## config.mk

```make
export PLATFORM = sky130hd
export DESIGN_NAME = lampfpu_sqrt_ctrl
export DESIGN_NICKNAME = d
export VERILOG_FILES = /design/src/rtl/lampFPU_pkg.sv /design/src/rtl/lampfpu_sqrt_norm_round.sv /design/src/rtl/lampfpu_sqrt_ctrl.sv
export SDC_FILE = /design/constraint.sdc
export NUM_CORES = 1
export LEC_CHECK = 0
export CAP_MARGIN = 10
export CORE_MARGIN = 3
export CORE_UTILIZATION = 40
export CTS_CLUSTER_DIAMETER = 120
export DETAILED_ROUTE_END_ITERATION = 7
export SYNTH_ARGS = -nofsm -noshare
export SYNTH_HDL_FRONTEND = slang
export SYNTH_HIERARCHICAL = 1
export SYNTH_SLANG_ARGS = --single-unit
```

## constraint.sdc

```tcl
create_clock -name clk -period 10.8 [get_ports clk]
set_clock_uncertainty 0.15 [all_clocks]
set_input_delay 2.16 -clock clk [delete_from_list [all_inputs] [get_ports clk]]
set_output_delay 2.16 -clock clk [all_outputs]
set_load 0.03 [all_outputs]
```

## src/rtl/lampFPU_pkg.sv

```systemverilog
// Shared lampFPU definitions: format widths, canonical special encodings,
// controller state and operand-class enums, and the operand classifier.
package lampFPU_pkg;

   localparam int E_DW   = 8;
   localparam int F_DW   = 7;
   localparam int E_BIAS = 127;
   localparam int OP_W   = 1 + E_DW + F_DW;
   localparam int EXP_W  = E_DW + 2;
   localparam int FRAC_W = F_DW + 2;

   localparam logic [OP_W-1:0] QNAN = 16'h7FC0;
   localparam logic [OP_W-1:0] PINF = 16'h7F80;
   localparam logic [OP_W-1:0] NINF = 16'hFF80;

   typedef enum logic [1:0] {
      S_IDLE = 2'd0,
      S_WAIT = 2'd1,
      S_NORM = 2'd2
   } sqrt_state_t;

   typedef enum logic [1:0] {
      CLS_ZERO = 2'd0,
      CLS_NORM = 2'd1,
      CLS_INF  = 2'd2,
      CLS_NAN  = 2'd3
   } op_class_t;

   // Subnormals (e = 0) are flushed and classified as zero.
   function automatic op_class_t classify(input logic [OP_W-1:0] op);
      logic [E_DW-1:0] e;
      logic [F_DW-1:0] m;
      e = op[F_DW +: E_DW];
      m = op[F_DW-1:0];
      if (e == {E_DW{1'b1}}) begin
         return (m != {F_DW{1'b0}}) ? CLS_NAN : CLS_INF;
      end else if (e == {E_DW{1'b0}}) begin
         return CLS_ZERO;
      end else begin
         return CLS_NORM;
      end
   endfunction

endpackage

```

## src/rtl/lampfpu_sqrt_norm_round.sv

```systemverilog
// Normalizes the Q2.14 core result, rounds it and packs the final float.
// Rounding mode: LAMPFPU_SQRT_RNE_EN selects round-to-nearest-even, else truncation.
module lampfpu_sqrt_norm_round
   import lampFPU_pkg::*;
(
   input  logic [15:0]             frac_res,
   input  logic signed [EXP_W-1:0] half_exp,
   input  logic                    inv,
   output logic [OP_W-1:0]         res,
   output logic                    invalid
);

   logic [F_DW-1:0]         mant_s;
   logic [7:0]              tail_s;
   logic signed [EXP_W-1:0] adj_s;
   logic signed [EXP_W-1:0] exp_s;
   logic                    found_s;
   logic                    round_up_s;
   logic [F_DW:0]           mant_rnd_s;

   // Leading-one detect over the integer/top fraction bits; tail holds guard then sticky bits.
   always_comb begin
      mant_s  = {F_DW{1'b0}};
      tail_s  = 8'h00;
      adj_s   = 10'sd0;
      found_s = 1'b1;
      casez (frac_res[15:13])
         3'b1??: begin
            mant_s = frac_res[14:8];
            tail_s = frac_res[7:0];
            adj_s  = 10'sd1;
         end
         3'b01?: begin
            mant_s = frac_res[13:7];
            tail_s = {frac_res[6:0], 1'b0};
            adj_s  = 10'sd0;
         end
         3'b001: begin
            mant_s = frac_res[12:6];
            tail_s = {frac_res[5:0], 2'b00};
            adj_s  = -10'sd1;
         end
         default: begin
            found_s = 1'b0;
         end
      endcase
   end

`ifdef LAMPFPU_SQRT_RNE_EN
   assign round_up_s = tail_s[7] & ((|tail_s[6:0]) | mant_s[0]);
`else
   logic unused_tail;
   assign round_up_s  = 1'b0;
   assign unused_tail = ^tail_s;
`endif

   assign mant_rnd_s = {1'b0, mant_s} + {{F_DW{1'b0}}, round_up_s};

   // Exponent assembly with rounding carry, overflow/underflow saturation and packing.
   always_comb begin
      exp_s = (inv ? -half_exp : half_exp) + adj_s + EXP_W'(E_BIAS)
              + {{(EXP_W-1){1'b0}}, mant_rnd_s[F_DW]};
      invalid = 1'b0;
      if (!found_s) begin
         res     = QNAN;
         invalid = 1'b1;
      end else if (exp_s >= 10'sd255) begin
         res = PINF;
      end else if (exp_s <= 10'sd0) begin
         res = {OP_W{1'b0}};
      end else begin
         res = {1'b0, exp_s[E_DW-1:0], mant_rnd_s[F_DW-1:0]};
      end
   end

endmodule

```

## src/rtl/lampfpu_sqrt_ctrl.sv

```systemverilog
// Operation controller for the lampFPU sqrt / inverse-sqrt unit: resolves special
// operands, drives the fractional core and finishes its result (see LAMPFPU_SQRT_RNE_EN).
module lampfpu_sqrt_ctrl
   import lampFPU_pkg::*;
(
   input  logic              clk,
   input  logic              rst,
   input  logic              doSqrt_i,
   input  logic              doInvSqrt_i,
   input  logic [OP_W-1:0]   op_i,
   output logic              ready_o,
   output logic [OP_W-1:0]   res_o,
   output logic              valid_o,
   output logic              invalid_o,
   output logic              divZero_o,
   output logic              frac_doSqrt_o,
   output logic              frac_doInvSqrt_o,
   output logic [FRAC_W-1:0] frac_f_o,
   input  logic [15:0]       frac_res_i,
   input  logic              frac_valid_i
);

   sqrt_state_t             state_r, state_nxt;
   logic                    ready_r, ready_nxt;
   logic                    valid_r, valid_nxt;
   logic [OP_W-1:0]         res_r, res_nxt;
   logic                    invalid_r, invalid_nxt;
   logic                    divzero_r, divzero_nxt;
   logic                    pulse_sqrt_r, pulse_sqrt_nxt;
   logic                    pulse_inv_r, pulse_inv_nxt;
   logic [FRAC_W-1:0]       frac_f_r, frac_f_nxt;
   logic signed [EXP_W-1:0] half_exp_r, half_exp_nxt;
   logic                    inv_r, inv_nxt;
   logic [15:0]             core_res_r, core_res_nxt;

   logic                    accept_s;
   logic                    inv_req_s;
   logic                    sign_s;
   op_class_t               cls_s;
   logic                    special_s;
   logic [OP_W-1:0]         sp_res_s;
   logic                    sp_invalid_s;
   logic                    sp_divzero_s;
   logic signed [EXP_W-1:0] unb_s;
   logic                    odd_s;
   logic [FRAC_W-1:0]       prep_frac_s;
   logic signed [EXP_W-1:0] prep_half_s;
   logic [OP_W-1:0]         norm_res_s;
   logic                    norm_invalid_s;

   // ready_r also gates the cycle right after NORM, where the state is already IDLE.
   assign accept_s  = (state_r == S_IDLE) && ready_r && (doSqrt_i || doInvSqrt_i);
   assign inv_req_s = doInvSqrt_i & ~doSqrt_i;
   assign sign_s    = op_i[OP_W-1];
   assign cls_s     = classify(op_i);

   // Special-operand resolution; special_s drops only for positive normal operands.
   always_comb begin
      special_s    = 1'b1;
      sp_res_s     = {OP_W{1'b0}};
      sp_invalid_s = 1'b0;
      sp_divzero_s = 1'b0;
      case (cls_s)
         CLS_NAN: begin
            sp_res_s = QNAN;
         end
         CLS_ZERO: begin
            if (inv_req_s) begin
               sp_res_s     = sign_s ? NINF : PINF;
               sp_divzero_s = 1'b1;
            end else begin
               sp_res_s = {sign_s, {(OP_W-1){1'b0}}};
            end
         end
         CLS_INF: begin
            if (sign_s) begin
               sp_res_s     = QNAN;
               sp_invalid_s = 1'b1;
            end else if (inv_req_s) begin
               sp_res_s = {OP_W{1'b0}};
            end else begin
               sp_res_s = PINF;
            end
         end
         CLS_NORM: begin
            if (sign_s) begin
               sp_res_s     = QNAN;
               sp_invalid_s = 1'b1;
            end else begin
               special_s = 1'b0;
            end
         end
         default: begin
            sp_res_s = QNAN;
         end
      endcase
   end

   // Odd unbiased exponent: operand 1.m/2 and E+1; even: 1.m/4 and E+2, so E' is always even.
   assign unb_s       = $signed({2'b00, op_i[F_DW +: E_DW]}) - EXP_W'(E_BIAS);
   assign odd_s       = unb_s[0];
   assign prep_frac_s = odd_s ? {1'b1, op_i[F_DW-1:0], 1'b0} : {2'b01, op_i[F_DW-1:0]};
   assign prep_half_s = (unb_s + (odd_s ? 10'sd1 : 10'sd2)) >>> 1;

   lampfpu_sqrt_norm_round u_norm_round (
      .frac_res (core_res_r),
      .half_exp (half_exp_r),
      .inv      (inv_r),
      .res      (norm_res_s),
      .invalid  (norm_invalid_s)
   );

   // Next-state and next-output logic.
   always_comb begin
      state_nxt      = state_r;
      valid_nxt      = 1'b0;
      res_nxt        = {OP_W{1'b0}};
      invalid_nxt    = 1'b0;
      divzero_nxt    = 1'b0;
      pulse_sqrt_nxt = 1'b0;
      pulse_inv_nxt  = 1'b0;
      frac_f_nxt     = frac_f_r;
      half_exp_nxt   = half_exp_r;
      inv_nxt        = inv_r;
      core_res_nxt   = core_res_r;
      case (state_r)
         S_IDLE: begin
            if (accept_s && special_s) begin
               valid_nxt   = 1'b1;
               res_nxt     = sp_res_s;
               invalid_nxt = sp_invalid_s;
               divzero_nxt = sp_divzero_s;
            end else if (accept_s) begin
               state_nxt      = S_WAIT;
               frac_f_nxt     = prep_frac_s;
               half_exp_nxt   = prep_half_s;
               inv_nxt        = inv_req_s;
               pulse_sqrt_nxt = ~inv_req_s;
               pulse_inv_nxt  = inv_req_s;
            end else begin
               state_nxt = S_IDLE;
            end
         end
         S_WAIT: begin
            if (frac_valid_i) begin
               state_nxt    = S_NORM;
               core_res_nxt = frac_res_i;
            end else begin
               state_nxt = S_WAIT;
            end
         end
         S_NORM: begin
            state_nxt   = S_IDLE;
            valid_nxt   = 1'b1;
            res_nxt     = norm_res_s;
            invalid_nxt = norm_invalid_s;
         end
         default: begin
            state_nxt = S_IDLE;
         end
      endcase
      ready_nxt = (state_nxt == S_IDLE) && (state_r != S_NORM);
   end

   // State and output registers with synchronous reset.
   always_ff @(posedge clk) begin
      if (rst) begin
         state_r      <= S_IDLE;
         ready_r      <= 1'b1;
         valid_r      <= 1'b0;
         res_r        <= {OP_W{1'b0}};
         invalid_r    <= 1'b0;
         divzero_r    <= 1'b0;
         pulse_sqrt_r <= 1'b0;
         pulse_inv_r  <= 1'b0;
         frac_f_r     <= {FRAC_W{1'b0}};
         half_exp_r   <= 10'sd0;
         inv_r        <= 1'b0;
         core_res_r   <= 16'h0000;
      end else begin
         state_r      <= state_nxt;
         ready_r      <= ready_nxt;
         valid_r      <= valid_nxt;
         res_r        <= res_nxt;
         invalid_r    <= invalid_nxt;
         divzero_r    <= divzero_nxt;
         pulse_sqrt_r <= pulse_sqrt_nxt;
         pulse_inv_r  <= pulse_inv_nxt;
         frac_f_r     <= frac_f_nxt;
         half_exp_r   <= half_exp_nxt;
         inv_r        <= inv_nxt;
         core_res_r   <= core_res_nxt;
      end
   end

   assign ready_o          = ready_r;
   assign valid_o          = valid_r;
   assign res_o            = res_r;
   assign invalid_o        = invalid_r;
   assign divZero_o        = divzero_r;
   assign frac_doSqrt_o    = pulse_sqrt_r;
   assign frac_doInvSqrt_o = pulse_inv_r;
   assign frac_f_o         = frac_f_r;

endmodule

```

==> impl_metrics.toml <==
[yosys]
synth.cell_area_um2 = 3670
syn_inst = 426
avgSynthCellArea_um2 = 8.61
synth_nets = 485
synth_warnings = 6

[worst_hold_path]
min_to = "frac_f_o[0]"
min_path_cells = 2
hold_class = "flop to flop"
worstHoldStart = "frac_f_o[0]"

[sta]
period_needed_ps = 5170
fin_setup_tns_ps = 0
tightest_slew_ps = 1100
setup-violations-final = 0
grt_setup_unrepaired = "no"
max-slew-margin-rel_pct = 26.7
slew_viol_final = 0
fmax_ghz = 0.193
hold_viol = 0
fin_crit_sh_pct = 47.9

[global_routing]
grt_use_met3_pct = 3.65
grt_max_degree = 38
busiest_layer = "met2"
track_usage_pct = 15.4
use_met2_pct = 26.0
antenna_found_initial = 0
grt_pass1_wl_um = 13200
grtUsageMet1_pct = 19.9
grt_remaining_overflow = 0
grt_pass1_vias = 2834

[die]
pin_count = 68
dieArea_um2 = 10400
die_w_um = 102
initial_core_util_pct = 41.6
core-area_um2 = 8810
die_h_um = 102
num_rows = 34

[clocking]
cts_root_buffer = "clkbuf_8"
cts.clk_slew.worst_paths_ps = 100
insertion_delay_ps = 300
cts-htree-levels = 2
hold_buffers = 0
cts_setup_buffers = 0
numCtsBuffers = 5
clk_path_buf_depth = 2
cts_sinks = 53
ctsResizeCount = 0
cts_tree = "yes"

[route]
drt_iter0_drc = 103
num_vias = 3089
drt_first_pass_iters = 4
drc_errors = 0
wire_per_inst_um = 13.4
ant_nets = 0
vias_per_cell = 5.36
routed_wl_um = 7700

[run_status]
status = "complete, no violations"

[cells_and_area]
nets = 526
drive_gt1_share_pct = 10.3
final_common_cell = "clkdlybuf4s50_1"
area_delta_synth_final_pct = 18.5
layout_common_cells = "61 x clkdlybuf4s50_1, 53 x dfxtp_1, 39 x nand2_1, 38 x nor2_1, 26 x a21oi_1"
finalInstanceArea_um2 = 4350
antenna_cells = 0

[setup_path]
rr_endpoint = "res_o[6]"
cp-start-kind = "input pin"
cp_data_required_time_ps = 10880
critPathMaxFanout = 27
reg2reg_slack_ps = 6650
r2r_cells = 14
cp.arrival_ps = 5250
r2r_start = "core_res_r[14]"
end_kind = "flop"
path_class = "input pin to flop"

[place]
portBuffers = 61
place_congestion = 0.796
dpl_cell_area_um2 = 4230
place_hpwl_um = 5950

[power_and_ir_drop]
powerDensity_nw_per_um2 = 130
irDropWorstVdd_mv = 0.0571
leakage_uw = 0.00170

[job]
maxCapViolCount = 0
## final cells by class
cell class,count,area [um^2]
Tap cell,108,135
Clock inverter,2,38.8
Sequential cell,53,1060
Timing Repair Buffer,63,626
Multi-Input combinational cell,320,2320
Clock buffer,6,72.6
Fill cell,897,4460
Inverter,24,95.1
## flip-flops by register name, summed over array words and instances, names as in the netlist, 2 cells and up
register	flops
frac_f_o	9
core_res_r	10
half_exp_r	9
state_r	2
res_o	16
## routing by layer
layer	vias to the layer above	part of all wire (%)
met2	68	46
met3	10	5.5
li1	1585	-
met5	-	0
met1	1426	47
met4	0	1.1
## worst max path at each step
| stage | cells after the start | slack [ps] | startpoint | to |
|---|---|---|---|---|
| finish | 7 | 5630 | op_i[7] | half_exp_r[4] |
| global route | 7 | 5350 | op_i[7] | half_exp_r[4] |
| CTS | 7 | 5630 | op_i[7] | half_exp_r[4] |
| detailed placement | 7 | 5320 | op_i[7] | frac_f_o[1] |
| global placement | 7 | 5360 | op_i[7] | half_exp_r[4] |
| floorplan | 8 | 6920 | op_i[7] | half_exp_r[5] |
## power breakdown
group	total [uW]	switching [uW]	internal, uW	leakage (uW)
clock	135	65.3	69.7	0.0000554
sequential	217	9.93	208	0.000433
combinational	214	125	88.7	0.00121
total	566	200	366	0.00170
## per-stage QoR
step           hold slack [ps]  std cells  setup slack (ps)  utilization [%]  total power [uW]
6_report                   310        576              5630             49.3               566
3_5_place_dp               301        568              5320             48.1               437
2_1_floorplan              286        426              6920                -               386
4_1_cts                    313        576              5630             49.3               572
3_3_place_gp               298        568              5360             48.1               433
5_1_grt                    327        576              5350             49.3               606
## critical path: stages
cell	delay, ps
clkdlybuf4s50_1	960
ha_1	460
nand3_2	180
nor3_2	430
and3b_1	590
nand4_1	260
nor3b_1	190
(Power assumes the default switching activity.)
